===== config.mk =====
export PLATFORM = sky130hd
export DESIGN_NAME = instr_sequencer
export DESIGN_NICKNAME = d
export VERILOG_FILES = /design/src/rtl/instr_sequencer_pkg.sv /design/src/rtl/instr_sequencer_wait_timer.sv /design/src/rtl/instr_sequencer.sv
export SDC_FILE = /design/constraint.sdc
export NUM_CORES = 1
export LEC_CHECK = 0
export BUFFER_PORTS_ARGS = -buffer_cell sky130_fd_sc_hd__buf_2
export CORE_ASPECT_RATIO = 1.4
export CORE_MARGIN = 4
export CORE_UTILIZATION = 39
export DETAILED_ROUTE_END_ITERATION = 6
export PLACE_DENSITY = 0.85
export RECOVER_POWER = 50
export SYNTH_ARGS = -nofsm -noshare
export SYNTH_HDL_FRONTEND = slang
export SYNTH_HIERARCHICAL = 1
export SYNTH_SLANG_ARGS = --single-unit

===== constraint.sdc =====
create_clock -name clk -period 2.3 [get_ports clk]
set_clock_uncertainty 0.1 [all_clocks]
set_input_delay 0.23 -clock clk [delete_from_list [all_inputs] [get_ports clk]]
set_output_delay 0.23 -clock clk [all_outputs]
set_load 0.005 [all_outputs]

===== src/rtl/instr_sequencer_pkg.sv =====
// Shared types and constants for the KGP-miniRISC instruction sequencer:
// state encoding, the halt opcode and the memory-access opcodes.
package instr_sequencer_pkg;

    typedef enum logic [2:0] {
        S_IDLE   = 3'd0,
        S_FETCH  = 3'd1,
        S_DECODE = 3'd2,
        S_EXEC   = 3'd3,
        S_MEM    = 3'd4,
        S_WB     = 3'd5,
        S_HALT   = 3'd6,
        S_ERR    = 3'd7
    } state_e;

    localparam logic [5:0]  HALT_OP_DEF  = 6'b111111;
    localparam logic [5:0]  OP_LW        = 6'b100011;
    localparam logic [5:0]  OP_SW        = 6'b101011;
    localparam int unsigned WAIT_MAX_DEF = 15;

    // States in which the sequencer is waiting on a memory acknowledge.
    function automatic logic is_wait_state(input state_e s);
        return (s == S_FETCH) || (s == S_MEM);
    endfunction

endpackage


===== src/rtl/instr_sequencer_wait_timer.sv =====
// Memory-wait watchdog shared by FETCH and MEM: counts cycles without an
// acknowledge and flags a timeout on the WAIT_MAX-th such cycle.
module instr_sequencer_wait_timer
    import instr_sequencer_pkg::*;
#(
    parameter int unsigned WAIT_MAX = WAIT_MAX_DEF
) (
    input  logic clk,
    input  logic rst,
    input  logic clear,
    input  logic tick,
    input  logic ack,
    output logic timeout
);

    localparam logic [7:0] LAST_WAIT = 8'(WAIT_MAX - 1);

    logic [7:0] cnt_q;
    logic [7:0] cnt_d;

    // NOTE: give every always_comb output a default first so no latch is inferred.
    always_comb begin
        cnt_d = cnt_q;
        if (clear || ack) begin
            cnt_d = 8'd0;
        end else if (tick) begin
            cnt_d = cnt_q + 8'd1;
        end
    end

    // An acknowledge on the final permitted cycle wins over the timeout.
    assign timeout = tick && !ack && (cnt_q == LAST_WAIT);

    // NOTE: sequential state uses non-blocking assignments only.
    always_ff @(posedge clk or negedge rst) begin
        if (!rst) begin
            cnt_q <= 8'd0;
        end else begin
            cnt_q <= cnt_d;
        end
    end

endmodule


===== src/rtl/instr_sequencer.sv =====
// Multi-cycle FETCH/DECODE/EXEC/MEM/WB sequencer with memory handshakes and a
// wait watchdog. Define PERF_CNT_EN to build the retired/stall counters.
module instr_sequencer
    import instr_sequencer_pkg::*;
#(
    parameter int unsigned WAIT_MAX = WAIT_MAX_DEF,
    parameter logic [5:0]  HALT_OP  = HALT_OP_DEF
) (
    input  logic        clk,
    input  logic        rst,
    input  logic        run,
    input  logic [5:0]  opcode,
    input  logic        ctl_RegWrite,
    input  logic        ctl_MemRead,
    input  logic        ctl_MemWrite,
    input  logic        imem_ack,
    input  logic        dmem_ack,
    output logic        imem_req,
    output logic        ir_we,
    output logic        dmem_re,
    output logic        dmem_we,
    output logic        reg_we,
    output logic        pc_we,
    output logic        halted,
    output logic        err,
    output logic [31:0] instr_cnt,
    output logic [31:0] stall_cnt
);

    state_e state_q, state_d;
    logic   imem_req_q, imem_req_d;
    logic   dmem_re_q, dmem_re_d;
    logic   dmem_we_q, dmem_we_d;
    logic   reg_we_q, reg_we_d;
    logic   pc_we_q, pc_we_d;
    logic   halted_q, halted_d;
    logic   err_q, err_d;

    logic   wait_state;
    logic   ack_sel;
    logic   timeout;

    assign wait_state = is_wait_state(state_q);
    assign ack_sel    = (state_q == S_FETCH) ? imem_ack : dmem_ack;

    instr_sequencer_wait_timer #(
        .WAIT_MAX (WAIT_MAX)
    ) u_wait_timer (
        .clk     (clk),
        .rst     (rst),
        .clear   (!wait_state),
        .tick    (wait_state),
        .ack     (ack_sel),
        .timeout (timeout)
    );

    always_comb begin
        state_d = state_q;
        unique case (state_q)
            S_IDLE:   if (run) state_d = S_FETCH;
            S_FETCH: begin
                if (imem_ack)     state_d = S_DECODE;
                else if (timeout) state_d = S_ERR;
            end
            S_DECODE: state_d = (opcode == HALT_OP) ? S_HALT : S_EXEC;
            S_EXEC: begin
                if (ctl_MemRead && ctl_MemWrite)      state_d = S_ERR;
                else if (ctl_MemRead || ctl_MemWrite) state_d = S_MEM;
                else                                  state_d = S_WB;
            end
            S_MEM: begin
                if (dmem_ack)     state_d = S_WB;
                else if (timeout) state_d = S_ERR;
            end
            S_WB:     state_d = run ? S_FETCH : S_IDLE;
            S_HALT:   state_d = S_HALT;
            S_ERR:    state_d = S_ERR;
        endcase

        // Strobes are registered from the next state so they align with it.
        imem_req_d = (state_d == S_FETCH);
        dmem_re_d  = (state_d == S_MEM) && ctl_MemRead;
        dmem_we_d  = (state_d == S_MEM) && ctl_MemWrite;
        pc_we_d    = (state_d == S_WB);
        reg_we_d   = (state_d == S_WB) && ctl_RegWrite;
        halted_d   = halted_q || (state_d == S_HALT);
        err_d      = err_q || (state_d == S_ERR);
    end

    always_ff @(posedge clk or negedge rst) begin
        if (!rst) begin
            state_q    <= S_IDLE;
            imem_req_q <= 1'b0;
            dmem_re_q  <= 1'b0;
            dmem_we_q  <= 1'b0;
            reg_we_q   <= 1'b0;
            pc_we_q    <= 1'b0;
            halted_q   <= 1'b0;
            err_q      <= 1'b0;
        end else begin
            state_q    <= state_d;
            imem_req_q <= imem_req_d;
            dmem_re_q  <= dmem_re_d;
            dmem_we_q  <= dmem_we_d;
            reg_we_q   <= reg_we_d;
            pc_we_q    <= pc_we_d;
            halted_q   <= halted_d;
            err_q      <= err_d;
        end
    end

    assign imem_req = imem_req_q;
    assign ir_we    = (state_q == S_FETCH) && imem_ack;
    assign dmem_re  = dmem_re_q;
    assign dmem_we  = dmem_we_q;
    assign reg_we   = reg_we_q;
    assign pc_we    = pc_we_q;
    assign halted   = halted_q;
    assign err      = err_q;

`ifdef PERF_CNT_EN
    logic [31:0] instr_cnt_q, instr_cnt_d;
    logic [31:0] stall_cnt_q, stall_cnt_d;
    logic        stall;

    assign stall = wait_state && !ack_sel;

    always_comb begin
        instr_cnt_d = instr_cnt_q + {31'd0, (state_q == S_WB)};
        stall_cnt_d = stall_cnt_q + {31'd0, stall};
    end

    always_ff @(posedge clk or negedge rst) begin
        if (!rst) begin
            instr_cnt_q <= 32'd0;
            stall_cnt_q <= 32'd0;
        end else begin
            instr_cnt_q <= instr_cnt_d;
            stall_cnt_q <= stall_cnt_d;
        end
    end

    assign instr_cnt = instr_cnt_q;
    assign stall_cnt = stall_cnt_q;
`else
    assign instr_cnt = 32'd0;
    assign stall_cnt = 32'd0;
`endif

endmodule

* Yosys cells after proc, flatten, opt, wreduce, memory -nomap -nowiden
Cells that the tools add are included.
Word-level totals: word-level logic and storage cells 52, bits of input ports 14, memory bits (writable) 0, memories 0, bits in latches 0, bits in read-only memories 0, register bits after elaboration 18, output and inout port bits 72
Operators by class: reduce and logical (&&, ||, !) cells 16, shift-type cells 0, equality and inequality tests 14, $lt $le $gt $ge 0, add/subtract/negate cells 1, multiply operators 0, div/mod/pow operators 0, multiplexer cells 12, bitwise operators 0
Operators by type and width (count):
- $eq A3 B3 Y1 const B | 8
- $pmux W3 S8 | 1
- $mux W8 | 2
- $mux W3 | 5
- $add A8 B1 Y8 const B | 1
- $eq A8 B4 Y1 const B | 1
- $logic_and A1 B1 Y1 | 7
- $eq A3 B1 Y1 const B | 2
- $eq A3 B2 Y1 const B | 2
- $eq A6 B6 Y1 const B | 1
- $logic_or A1 B1 Y1 | 5
- $logic_not A3 Y1 | 1
- $mux W1 | 3
- $logic_not A1 Y1 | 2
- $mux W2 | 1
- $reduce_bool A2 Y1 | 1

* Longest topological paths before layout
Gate-level depths: netlist of the first run.
depth in word-level cells 10, mapped depth 11, mapped depth without buffers 11

* Modules after synthesis
The synthesis of the first run kept the hierarchy.
By module, submodules not included:
- instr_sequencer | area each 1007.2 µm², instances 1, cells an instance 114, seq. area each 250.2 µm²
- instr_sequencer_wait_timer | area each 425.4 µm², instances 1, cells an instance 44, seq. area each 200.2 µm²

* Worst setup path before layout of the first run
OpenSTA, ideal clock, no wires.
path type register to register, from reg state_q[2], to reg reg_we_q, in the netlist reg_we, data arrival time 2220 ps, cell stages (with the launch flop) 10, clock period less this slack 2439 ps, path slack -139 ps, path buffers 0, setup time 119 ps, data required time 2081 ps, cells stage by stage dfrtp_1 > nand2b_1 > nor2_1 > mux2_2 > nor4_1 > or2b_1 > o221ai_1 > o31a_2 > nand2b_4 > nor3b_2
On the way: cells in the longest elaborated chain, start to end 10, elaborated cells between the ends (all ways) 20, those cells by class eq/ne: 8; mux: 6; reduce/logical: 6
Ends and longest elaborated chain:
- start, declared | line instr_sequencer.sv:30 | state_e state_q, state_d;
- start signal, assigned | line instr_sequencer.sv:101 | state_q <= state_d;
- $eq A3 B1 Y1 (*) | line instr_sequencer.sv:44 | assign ack_sel = (state_q == S_FETCH) ? imem_ack : dmem_ack;
- $mux W1 (*) | line instr_sequencer.sv:44
- via ack_sel | line instr_sequencer.sv:40 | logic ack_sel;
- $logic_not A1 Y1 (*) | line instr_sequencer_wait_timer.sv:32 | assign timeout = tick && !ack && (cnt_q == LAST_WAIT);
- $logic_and A1 B1 Y1 (*) (2 in series) | line instr_sequencer_wait_timer.sv:32
- via timeout | line instr_sequencer.sv:41 | logic timeout;
- $mux W3 (*) | line instr_sequencer.sv:63, instr_sequencer.sv:73
- $mux W3 (on tied branches) | line instr_sequencer.sv:72, instr_sequencer.sv:62
- $pmux W3 S8 (*) | line instr_sequencer.sv:59 | unique case (state_q)
- via state_d[1] | line instr_sequencer.sv:30
- $eq A3 B3 Y1 (*) | line instr_sequencer.sv:85 | reg_we_d = (state_d == S_WB) && ctl_RegWrite;
- $logic_and A1 B1 Y1 (*) | line instr_sequencer.sv:85
- via reg_we_d | line instr_sequencer.sv:34 | logic reg_we_q, reg_we_d;
- end signal, assigned | line instr_sequencer.sv:105 | reg_we_q <= reg_we_d;
- end, declared | line instr_sequencer.sv:34
Mark *: on every way through the listed nets, which the timed path passes. The rest lies on a longest branch. A chain may end at the register's enable or synchronous reset.

* Final worst setup path of the first run
from reg state_q[2], to reg dmem_re_q, in the netlist dmem_re
On the way: cells in the longest elaborated chain, start to end 10, elaborated cells between the ends (all ways) 20, those cells by class eq/ne: 8; mux: 6; reduce/logical: 6
Ends and longest elaborated chain:
- $eq A3 B1 Y1 (*) | line instr_sequencer.sv:44
- $mux W1 (*) | line instr_sequencer.sv:44
- via ack_sel | line instr_sequencer.sv:40
- $logic_not A1 Y1 (*) | line instr_sequencer_wait_timer.sv:32
- $logic_and A1 B1 Y1 (*) (2 in series) | line instr_sequencer_wait_timer.sv:32
- via timeout | line instr_sequencer.sv:41
- $mux W3 (*) | line instr_sequencer.sv:63, instr_sequencer.sv:73
- $mux W3 (on tied branches) | line instr_sequencer.sv:72, instr_sequencer.sv:62
- $pmux W3 S8 (*) | line instr_sequencer.sv:59
- via state_d[1] | line instr_sequencer.sv:30
- $eq A3 B3 Y1 (*) | line instr_sequencer.sv:82 | dmem_re_d = (state_d == S_MEM) && ctl_MemRead;
- $logic_and A1 B1 Y1 (*) | line instr_sequencer.sv:82
- via dmem_re_d | line instr_sequencer.sv:32 | logic dmem_re_q, dmem_re_d;
- end signal, assigned | line instr_sequencer.sv:103 | dmem_re_q <= dmem_re_d;
- end, declared | line instr_sequencer.sv:32
Marked as above.

==> flow_metrics.tcl, run 1 <==
set metrics [dict create \
    outcome "complete, but fails checks" \
    violations "setup timing" \
    port_buffers 21 \
    layout-drive-gt1-share_pct 28.0 \
    arrival_ns 2.37 \
    worst_pin_slew_ns 0.954 \
    seq_area_frac_synth_pct 31.4 \
    switching_share_pct 39.5 \
    worstReg2RegStart "state_q[2]$_DFF_PN0_" \
    drt-total-wl_um 2770 \
    hold_viol 0 \
    die_h_um 79.7 \
    dp_cells 225 \
    synth.area.top_cells "buf_4 34%, dfrtp_1 31%, nor2_1 3.1%, ha_1 2.6%, xor2_1 1.8%" \
    reg2reg_depth 9 \
    p_leak_nw 0.794 \
    route.met2.wl_um 1580 \
    core_um2 3470 \
    fmax_ghz 0.431 \
    met3_length_um 242 \
    clk_pin_slew_worst_paths_ns 0.07 \
    ys_types 39 \
    gp_congestion 0.766 \
    wl_per_cell_um 11.9 \
    synthCells 158 \
    reg2reg_to "dmem_re$_DFF_PN0_" \
    cts_buffer_depth 2 \
    cts_root_buf "clkbuf_8" \
    seq_area_um2 452 \
    timing.hold.ws_ns 0.113 \
    period_needed_ns 2.32 \
    nets 211 \
    slew_headroom_pct 36.4 \
    rows 25 \
    hold_class "in2reg" \
    topRoutingLayerUsed "met4" \
    worstSetupEndpointType "flop" \
    place_area_um2 1430 \
    cp_max_fo 5 \
    grt_overflow 0 \
    synth_edf_count 0 \
    worstHoldEndpoint "dmem_re$_DFF_PN0_" \
    period_share_pct 101 \
    fillers 352 \
    timing.final.ws_setup_ns -0.0200 \
    clkPwrFrac_pct 18.1 \
    ios 86 \
    critPathKind "reg2reg" \
    yosysWarnings 6 \
    drtPass1Iterations 4 \
    cp.required_ns 2.35 \
    holdPathStages 3 \
    dpl.hpwl_um 2200 \
    pwr-share-seq_pct 30.1 \
    holdCritStartpoint "ctl_MemRead" \
    final_cell_mix "64 x conb_1, 19 x buf_2, 17 x dfrtp_1" \
    vias_per_cell 4.27 \
    peakVddDrop_uv 473 \
    power_w 0.00146 \
    dr_total_vias 994 \
    post-synth-top-area-fraction_pct 33.5 \
    n_antenna_cell 0 \
    final_cell_count_no_fill 233 \
    start_util_pct 41.3 \
    worstSkewPairLatency_ns 0.25 \
    slew_violations 0 \
    ys_ff_latch 18 \
    die_area_um2 4720 \
    cts_sinks 18 \
    drv_cap 0 \
    rsz0062_at_grt "true" \
    final_common_cell "conb_1" \
    syn2layout_area_growth_pct 9.17 \
    grtUsageTotal_pct 10.8 \
    powerDensity_nw_per_um2 932 \
    syn_area_um2 1430 \
    r2r_setup_slack_ns -0.02 \
    cts_made_buffers 3 \
    tns_ns -0.0421 \
    tritoncts "built" \
    postSynthAreaPerCell_um2 9.07 \
    grt_pass1_vias 899 \
    p_comb_share_pct 51.8 \
    yosysTopAreaCell "buf_4" \
    multi_input_area_um2 778 \
    grt_max_degree 19 \
    drtIter0Drc 23 \
    postLayoutCellArea_um2 1560 \
    grt_pass1_wl_um 3950 \
    wl_met1_um 942 \
    antenna_found_initial 0 \
    crit_path_start_kind "flop" \
    setup_viol_count_final 4 \
    remaining_drc_errors 0 \
    ys.flop_type "dfrtp_1" \
    p_sw_w 0.000576 \
    die_w_um 59.2 \
    htree_levels 1 \
    internal_power_w 0.000882 \
    async_flop_share_pct 100 \
    ant_nets 0 \
]
==> kinds of logic (layout without fill, tap and decap cells) <==
logic type | after synthesis | in the layout | synth area share (%)
xor+xnor | 4 | 4 | 2.45
fa+ha+maj | 3 | 3 | 2.62
flops | 18 | 18 | 31.4
compound gates | 16 | 16 | 8.65
mux | 2 | 2 | 1.48
other cells | 1 | 64 | 0.262
buf+inv | 73 | 45 | 36.5
simple gates | 41 | 41 | 16.6
==> cell type report <==
class	count	share of cell area, %
clock buffer	4	3.52
tap	40	3.20
timing repair buffer	34	13.0
multi-input combinational	130	49.8
inverter	7	1.68
sequential	18	28.9
==> worst max path at each step <==
| stage | from | end | slack, ns | depth (start not counted) |
|---|---|---|---|---|
| floorplan | state_q[2]$_DFF_PN0_ | reg_we$_DFF_PN0_ | 0.01 | 9 |
| global placement | state_q[2]$_DFF_PN0_ | reg_we$_DFF_PN0_ | 0.03 | 9 |
| detailed placement | state_q[2]$_DFF_PN0_ | dmem_re$_DFF_PN0_ | -0.06 | 9 |
| CTS | u_wait_timer/cnt_q[0]$_DFFE_PN0P_ | dmem_re$_DFF_PN0_ | 0.01 | 10 |
| global route | state_q[2]$_DFF_PN0_ | dmem_re$_DFF_PN0_ | -0.1 | 9 |
| finish | state_q[2]$_DFF_PN0_ | dmem_re$_DFF_PN0_ | -0.02 | 9 |
==> metrics by stage <==
step	util, %	worst slack (ns)
after floorplan	-	0.0112
after CTS	44.3	0.0133
after detailed placement	41.2	-0.0610
after global placement	41.2	0.0307
final	45.0	-0.0200
after global routing	45.0	-0.0995
==> cell usage after synthesis (all sizes together) (2+ instances only) <==
library cell	n
a21oi	3
a31o	2
buf	66
dfrtp	18
ha	3
inv	7
nand2	3
nand2b	3
nand3	5
nand4	3
nor2	12
nor3	3
nor3b	2
o211ai	3
o21ai	4
o221ai	2
or3	2
xor2	3
==> power groups by stage <==
stage / sequential [W] / combinational, W / clock (W)
2_1_floorplan: 0.000467 / 0.000502 / 0
3_3_place_gp: 0.000436 / 0.000653 / 0
3_5_place_dp: 0.000438 / 0.000674 / 0
4_1_cts: 0.000434 / 0.000709 / 0.000264
5_1_grt: 0.000445 / 0.000821 / 0.000281
6_report: 0.000439 / 0.000755 / 0.000264
==> worst max-delay path, stage by stage (launching register included) <==
cell and delay (ns):
dfrtp_2 0.41, nand2b_4 0.15, nor2_4 0.10, mux2_4 0.32, nor4_4 0.28, or2b_1 0.26, o221ai_1 0.14, o31a_2 0.22
nand2b_4 0.16, nor3_1 0.06
==> layer usage <==
metal  vias up  track usage (%)
met5         -                0
li1        467                -
met4         0             2.72
met2        49             20.1
met3         2             2.27
met1       476             11.8
==> what timing repair did <==
item	in CTS	in global routing
endpoints found under the setup margin	6	7
hold endpoints to repair	18	0
buffers inserted	1	2
pin swaps	4	1
gates resized for setup	6	4
hold buffers	1	0
==> flip-flops by register name, summed over array words and instances, names as in the netlist <==
register	count
dmem_re	1
pc_we	1
u_wait_timer/cnt_q	8
dmem_we	1
err	1
reg_we	1
imem_req	1
halted	1
state_q	3
Note: power is estimated with default switching activity, not from simulation.
==> run 2: changes to the inputs <==
Settings changed: CTS_CLUSTER_DIAMETER set to 80.
Clock period 2.3 ns to 1.87 ns, I/O delays scaled along.
==> run 2 against run 1 <==
Compared with the run above: the run still ends with setup timing left; clock power is 23% higher; total power increased by 35%; non-clock buffer count up 7; combinational power up 44%; die area did not move; largest cell class unchanged.
==> flow_metrics.tcl, run 2 (synthesized netlist as in run 1, its figures left out) <==
set metrics [dict create \
    place_area_um2 1500 \
    worstPathCellList "nand2b_4, nor2_4, mux2_4, nor4_4, or2b_1, o221ai_2, o31a_2, nand2b_4, nor2_1" \
    max_stage_delay_ns 0.40 \
    cts_root_buf "clkbuf_8" \
    largest_reg_flops 8 \
    period_needed_ns 2.25 \
    grt_pass1_wl_um 4030 \
    worst_pin_slew_ns 0.952 \
    die_h_um 79.7 \
    cts_made_buffers 3 \
    slew_violations 0 \
    r2r_setup_slack_ns -0.38 \
    reg2reg_depth 9 \
    layout-drive-gt1-share_pct 36.5 \
    outcome "complete, but fails checks" \
    powerDensity_nw_per_um2 1140 \
    cp_max_fo 5 \
    cp.required_ns 1.92 \
    ant_nets 0 \
    reg_top3 "u_wait_timer/cnt_q (8), state_q (3)" \
    drtIter0Drc 4 \
    ios 86 \
    n_antenna_cell 0 \
    core_um2 3470 \
    worstSkewPairLatency_ns 0.26 \
    clk_pin_slew_worst_paths_ns 0.07 \
    holdCritStartpoint "ctl_MemRead" \
    holdPathStages 3 \
    worstReg2RegStart "state_q[2]$_DFF_PN0_" \
    arrival_ns 2.31 \
    grt_overflow 0 \
    final_cell_mix "64 x conb_1, 20 x buf_2, 16 x dfrtp_1" \
    rsz0062_at_grt "true" \
    nets 218 \
    crit_path_start_kind "flop" \
    remaining_drc_errors 0 \
    violations "setup timing" \
    multi_input_area_um2 862 \
    grt_max_degree 19 \
    htree_levels 1 \
    setup_viol_count_final 15 \
    fillers 320 \
    worstSetupEndpointType "flop" \
    drv_cap 0 \
    final_cell_count_no_fill 240 \
    die_w_um 59.2 \
    fin_util_pct 49.8 \
    slew_headroom_pct 36.5 \
    cts_buffer_depth 2 \
    dr_total_vias 1013 \
    timing.hold.ws_ns 0.0582 \
    dpl.hpwl_um 2160 \
    hold_viol 0 \
    power_w 0.00197 \
    gp_congestion 0.803 \
    die_area_um2 4720 \
    drt-total-wl_um 2810 \
    crit_path_frequent_cell "nand2b_4" \
    hold_class "in2reg" \
    worstHoldEndpoint "dmem_re$_DFF_PN0_" \
    fmax_ghz 0.444 \
    regMostFlops "u_wait_timer/cnt_q" \
    period_share_pct 121 \
    seq_area_um2 453 \
    grt_pass1_vias 907 \
    port_buffers 21 \
    final_common_cell "conb_1" \
    syn2layout_area_growth_pct 20.7 \
    tritoncts "built" \
    postLayoutCellArea_um2 1730 \
    dp_cells 230 \
    peakVddDrop_uv 701 \
    p_leak_nw 0.847 \
    reg2reg_to "pc_we$_DFF_PN0_" \
    wl_per_cell_um 11.7 \
    vias_per_cell 4.22 \
    timing.final.ws_setup_ns -0.385 \
    critPathKind "reg2reg" \
    antenna_found_initial 0 \
    grtUsageTotal_pct 11.3 \
    drtPass1Iterations 4 \
    cts_sinks 18 \
    start_util_pct 41.3 \
    rows 25 \
    cp_slowest_cell "dfrtp_2" \
]
[run 2: worst max path at each step]
| stage | from | endpoint | slack [ns] | depth (start not counted) |
|---|---|---|---|---|
| 6_report | state_q[2]$_DFF_PN0_ | pc_we$_DFF_PN0_ | -0.38 | 9 |
| 5_1_grt | state_q[2]$_DFF_PN0_ | dmem_re$_DFF_PN0_ | -0.50 | 9 |
| 4_1_cts | state_q[2]$_DFF_PN0_ | pc_we$_DFF_PN0_ | -0.37 | 9 |
| 3_5_place_dp | state_q[2]$_DFF_PN0_ | pc_we$_DFF_PN0_ | -0.37 | 9 |
| 3_3_place_gp | state_q[2]$_DFF_PN0_ | pc_we$_DFF_PN0_ | -0.33 | 9 |
| 2_1_floorplan | state_q[2]$_DFF_PN0_ | reg_we$_DFF_PN0_ | -0.32 | 10 |
[run 2: through the flow]
step	setup WS (ns)	TNS, ns
after global placement	-0.328	-2.57
after CTS	-0.372	-3.14
after detailed placement	-0.367	-2.94
final	-0.385	-3.29
after global routing	-0.499	-4.78
after floorplan	-0.318	-2.29
[run 2: final cells by class]
cell class | count | area share, %
Clock buffer | 4 | 3.18
Tap cell | 40 | 2.89
Sequential cell | 18 | 26.2
Multi-Input combinational cell | 130 | 49.9
Inverter | 7 | 1.66
Timing Repair Buffer | 41 | 16.2
[run 2: where the power goes]
group	internal, W	switching (W)	total, W	leakage (nW)
Sequential	0.000485	0.0000618	0.000546	0.232
Clock	0.000187	0.000137	0.000325	0.0288
Combinational	0.000525	0.000570	0.00109	0.586
[run 2: critical path, delay by kind of cell (launching register included)]
family | cells | cell delay (ns)
AND/OR/NAND/NOR | 6 | 1.00
flip-flops | 1 | 0.40
multiplexers | 1 | 0.32
AO/OA/AOI/OAI | 2 | 0.34
[run 2: timing repair]
item | 4_1_cts | 5_1_grt
gates resized for setup | 9 | 20
hold buffers | 1 | 0
setup endpoints to repair | 12 | 18
pin swaps | 5 | 4
endpoints found under the hold margin | 18 | 0
buffers inserted | 2 | 5
[run 2: metal layers]
layer	vias up	GRT usage (%)	part of all wire, %
met5	-	0	0
met4	0	3.85	2.0
met3	5	2.75	9.9
met2	53	21.0	56
met1	477	11.8	32
li1	478	-	-
==> run 3: changes to the inputs <==
Settings changed: GPL_TIMING_DRIVEN set to 0.
==> run 3 against run 2 <==
Compared with the run above: the flow still finishes with violations (setup timing); register-to-register slack got worse by 0.12 ns; total power increased by 7.8%; sequential share of layout area decreased by 5.3 points; utilization increased by 13 points; combinational power increased by 14%; critical path type unchanged; critical endpoint is now dmem_we$_DFF_PN0_.
==> flow_metrics.tcl, run 3 (synthesized netlist as in run 1, its figures left out) <==
set metrics [dict create \
    max_stage_delay_ns 0.42 \
    hold_viol 0 \
    switching_share_pct 38.1 \
    hold_class "in2reg" \
    gp_congestion 0.776 \
    drv_cap 0 \
    timing.final.ws_setup_ns -0.503 \
    reg2reg_to "dmem_we$_DFF_PN0_" \
    vias_per_cell 3.90 \
    reg2reg_depth 10 \
    drt-total-wl_um 3170 \
    rows 25 \
    powerDensity_nw_per_um2 976 \
    violations "setup timing" \
    syn2layout_area_growth_pct 51.6 \
    outcome "complete, but fails checks" \
    period_share_pct 127 \
    dr_total_vias 1183 \
    n_antenna_cell 0 \
    ios 86 \
    htree_levels 1 \
    internal_power_w 0.00131 \
    core_um2 3470 \
    cp_max_fo 6 \
    worstSetupEndpointType "flop" \
    p_sw_w 0.000808 \
    holdCritStartpoint "ctl_MemWrite" \
    tritoncts "built" \
    worstReg2RegStart "state_q[0]$_DFF_PN0_" \
    cts_made_buffers 3 \
    p_comb_share_pct 58.3 \
    slew_headroom_pct 34.3 \
    worstPathCellList "nand2b_4, a21oi_4, buf_6, nand3_4, nor4_4, or2b_1, o221ai_2, o31a_2, nand2b_4, nor3_1" \
    pwr-share-seq_pct 26.4 \
    crit_path_start_kind "flop" \
    layout-drive-gt1-share_pct 51.0 \
    postLayoutCellArea_um2 2170 \
    wl_per_cell_um 10.5 \
    worstSkewPairLatency_ns 0.26 \
    slew_violations 0 \
    cts_sinks 18 \
    clkPwrFrac_pct 15.2 \
    place_area_um2 1900 \
    clk_pin_slew_worst_paths_ns 0.07 \
    rsz0062_at_grt "true" \
    cts_buffer_depth 2 \
    final_cell_mix "77 x buf_4, 64 x conb_1, 20 x buf_2" \
    start_util_pct 41.3 \
    grtUsageTotal_pct 12.5 \
    fmax_ghz 0.421 \
    port_buffers 21 \
    regMostFlops "u_wait_timer/cnt_q" \
    critPathKind "reg2reg" \
    cp_slowest_cell "dfrtp_2" \
    cp.required_ns 1.91 \
    dpl.hpwl_um 2320 \
    arrival_ns 2.42 \
    tns_ns -4.47 \
    worstHoldEndpoint "dmem_we$_DFF_PN0_" \
    drtIter0Drc 8 \
    worst_pin_slew_ns 0.985 \
    largest_reg_flops 8 \
    setup_viol_count_final 18 \
    die_h_um 79.7 \
    grt_pass1_wl_um 4570 \
    final_common_cell "buf_4" \
    grt_overflow 0 \
    timing.hold.ws_ns 0.0757 \
    grt_max_degree 19 \
    holdPathStages 3 \
    nets 281 \
    antenna_found_initial 0 \
    r2r_setup_slack_ns -0.50 \
    crit_path_frequent_cell "nand2b_4" \
    ant_nets 0 \
    die_area_um2 4720 \
    drtPass1Iterations 4 \
    reg_top3 "u_wait_timer/cnt_q (8), state_q (3)" \
    cts_root_buf "clkbuf_8" \
    grt_pass1_vias 1098 \
    die_w_um 59.2 \
    fillers 296 \
    period_needed_ns 2.37 \
    p_leak_nw 1.19 \
    remaining_drc_errors 0 \
    peakVddDrop_uv 769 \
]
run 3: repair_timing:
item | 4_1_cts | 5_1_grt
gates resized for setup | 8 | 14
hold endpoints to repair | 18 | 0
endpoints found under the setup margin | 13 | 18
hold buffers | 1 | 0
pin swaps | 7 | 5
setup buffers | 8 | 8
run 3: area by class of cell:
| class | count | area (um^2) | share of cell area, % |
|---|---|---|---|
| buffer | 66 | 503 | 23.2 |
| clock buffer | 4 | 55.1 | 2.53 |
| inverter | 7 | 28.8 | 1.32 |
| multi-input combinational | 130 | 828 | 38.1 |
| sequential | 18 | 453 | 20.9 |
| tap | 40 | 50.0 | 2.30 |
| timing repair buffer | 38 | 254 | 11.7 |
run 3: worst max-delay path by stage:
stage	start	end	slack [ns]	cells past startpoint
floorplan	state_q[2]$_DFF_PN0_	reg_we$_DFF_PN0_	-0.32	10
global placement	state_q[0]$_DFF_PN0_	dmem_we$_DFF_PN0_	-0.52	10
detailed placement	state_q[0]$_DFF_PN0_	dmem_re$_DFF_PN0_	-0.54	10
CTS	state_q[2]$_DFF_PN0_	dmem_we$_DFF_PN0_	-0.41	9
global route	state_q[0]$_DFF_PN0_	dmem_we$_DFF_PN0_	-0.63	10
finish	state_q[0]$_DFF_PN0_	dmem_we$_DFF_PN0_	-0.50	10
run 3: power groups by stage:
stage          combinational, W  sequential [W]  clock [W]
6_report                0.00124        0.000560   0.000322
5_1_grt                 0.00134        0.000573   0.000344
4_1_cts                 0.00103        0.000557   0.000325
3_5_place_dp           0.000840        0.000595          0
3_3_place_gp           0.000820        0.000586          0
2_1_floorplan          0.000658        0.000582          0
run 3: metal layers:
metal	GRT usage [%]	share of wire, %
met5	0	0
met4	3.85	0.73
met1	13.7	34
met3	3.24	9.3
met2	22.6	56
run 3: worst max-delay path: cells and delay by family (launching register included):
| kind | cells | cell delay, ns |
|---|---|---|
| flip-flops | 1 | 0.42 |
| AO/OA/AOI/OAI | 3 | 0.53 |
| AND/OR/NAND/NOR | 6 | 1.05 |
| buffers and inverters | 1 | 0.15 |
run 3: stage by stage:
stage | total power (W) | setup WS, ns | util (%) | instances
2_1_floorplan | 0.00124 | -0.318 | - | 221
3_3_place_gp | 0.00141 | -0.518 | 54.7 | 282
3_5_place_dp | 0.00143 | -0.542 | 54.7 | 282
4_1_cts | 0.00191 | -0.407 | 59.2 | 295
5_1_grt | 0.00225 | -0.628 | 62.6 | 303
6_report | 0.00212 | -0.503 | 62.6 | 303
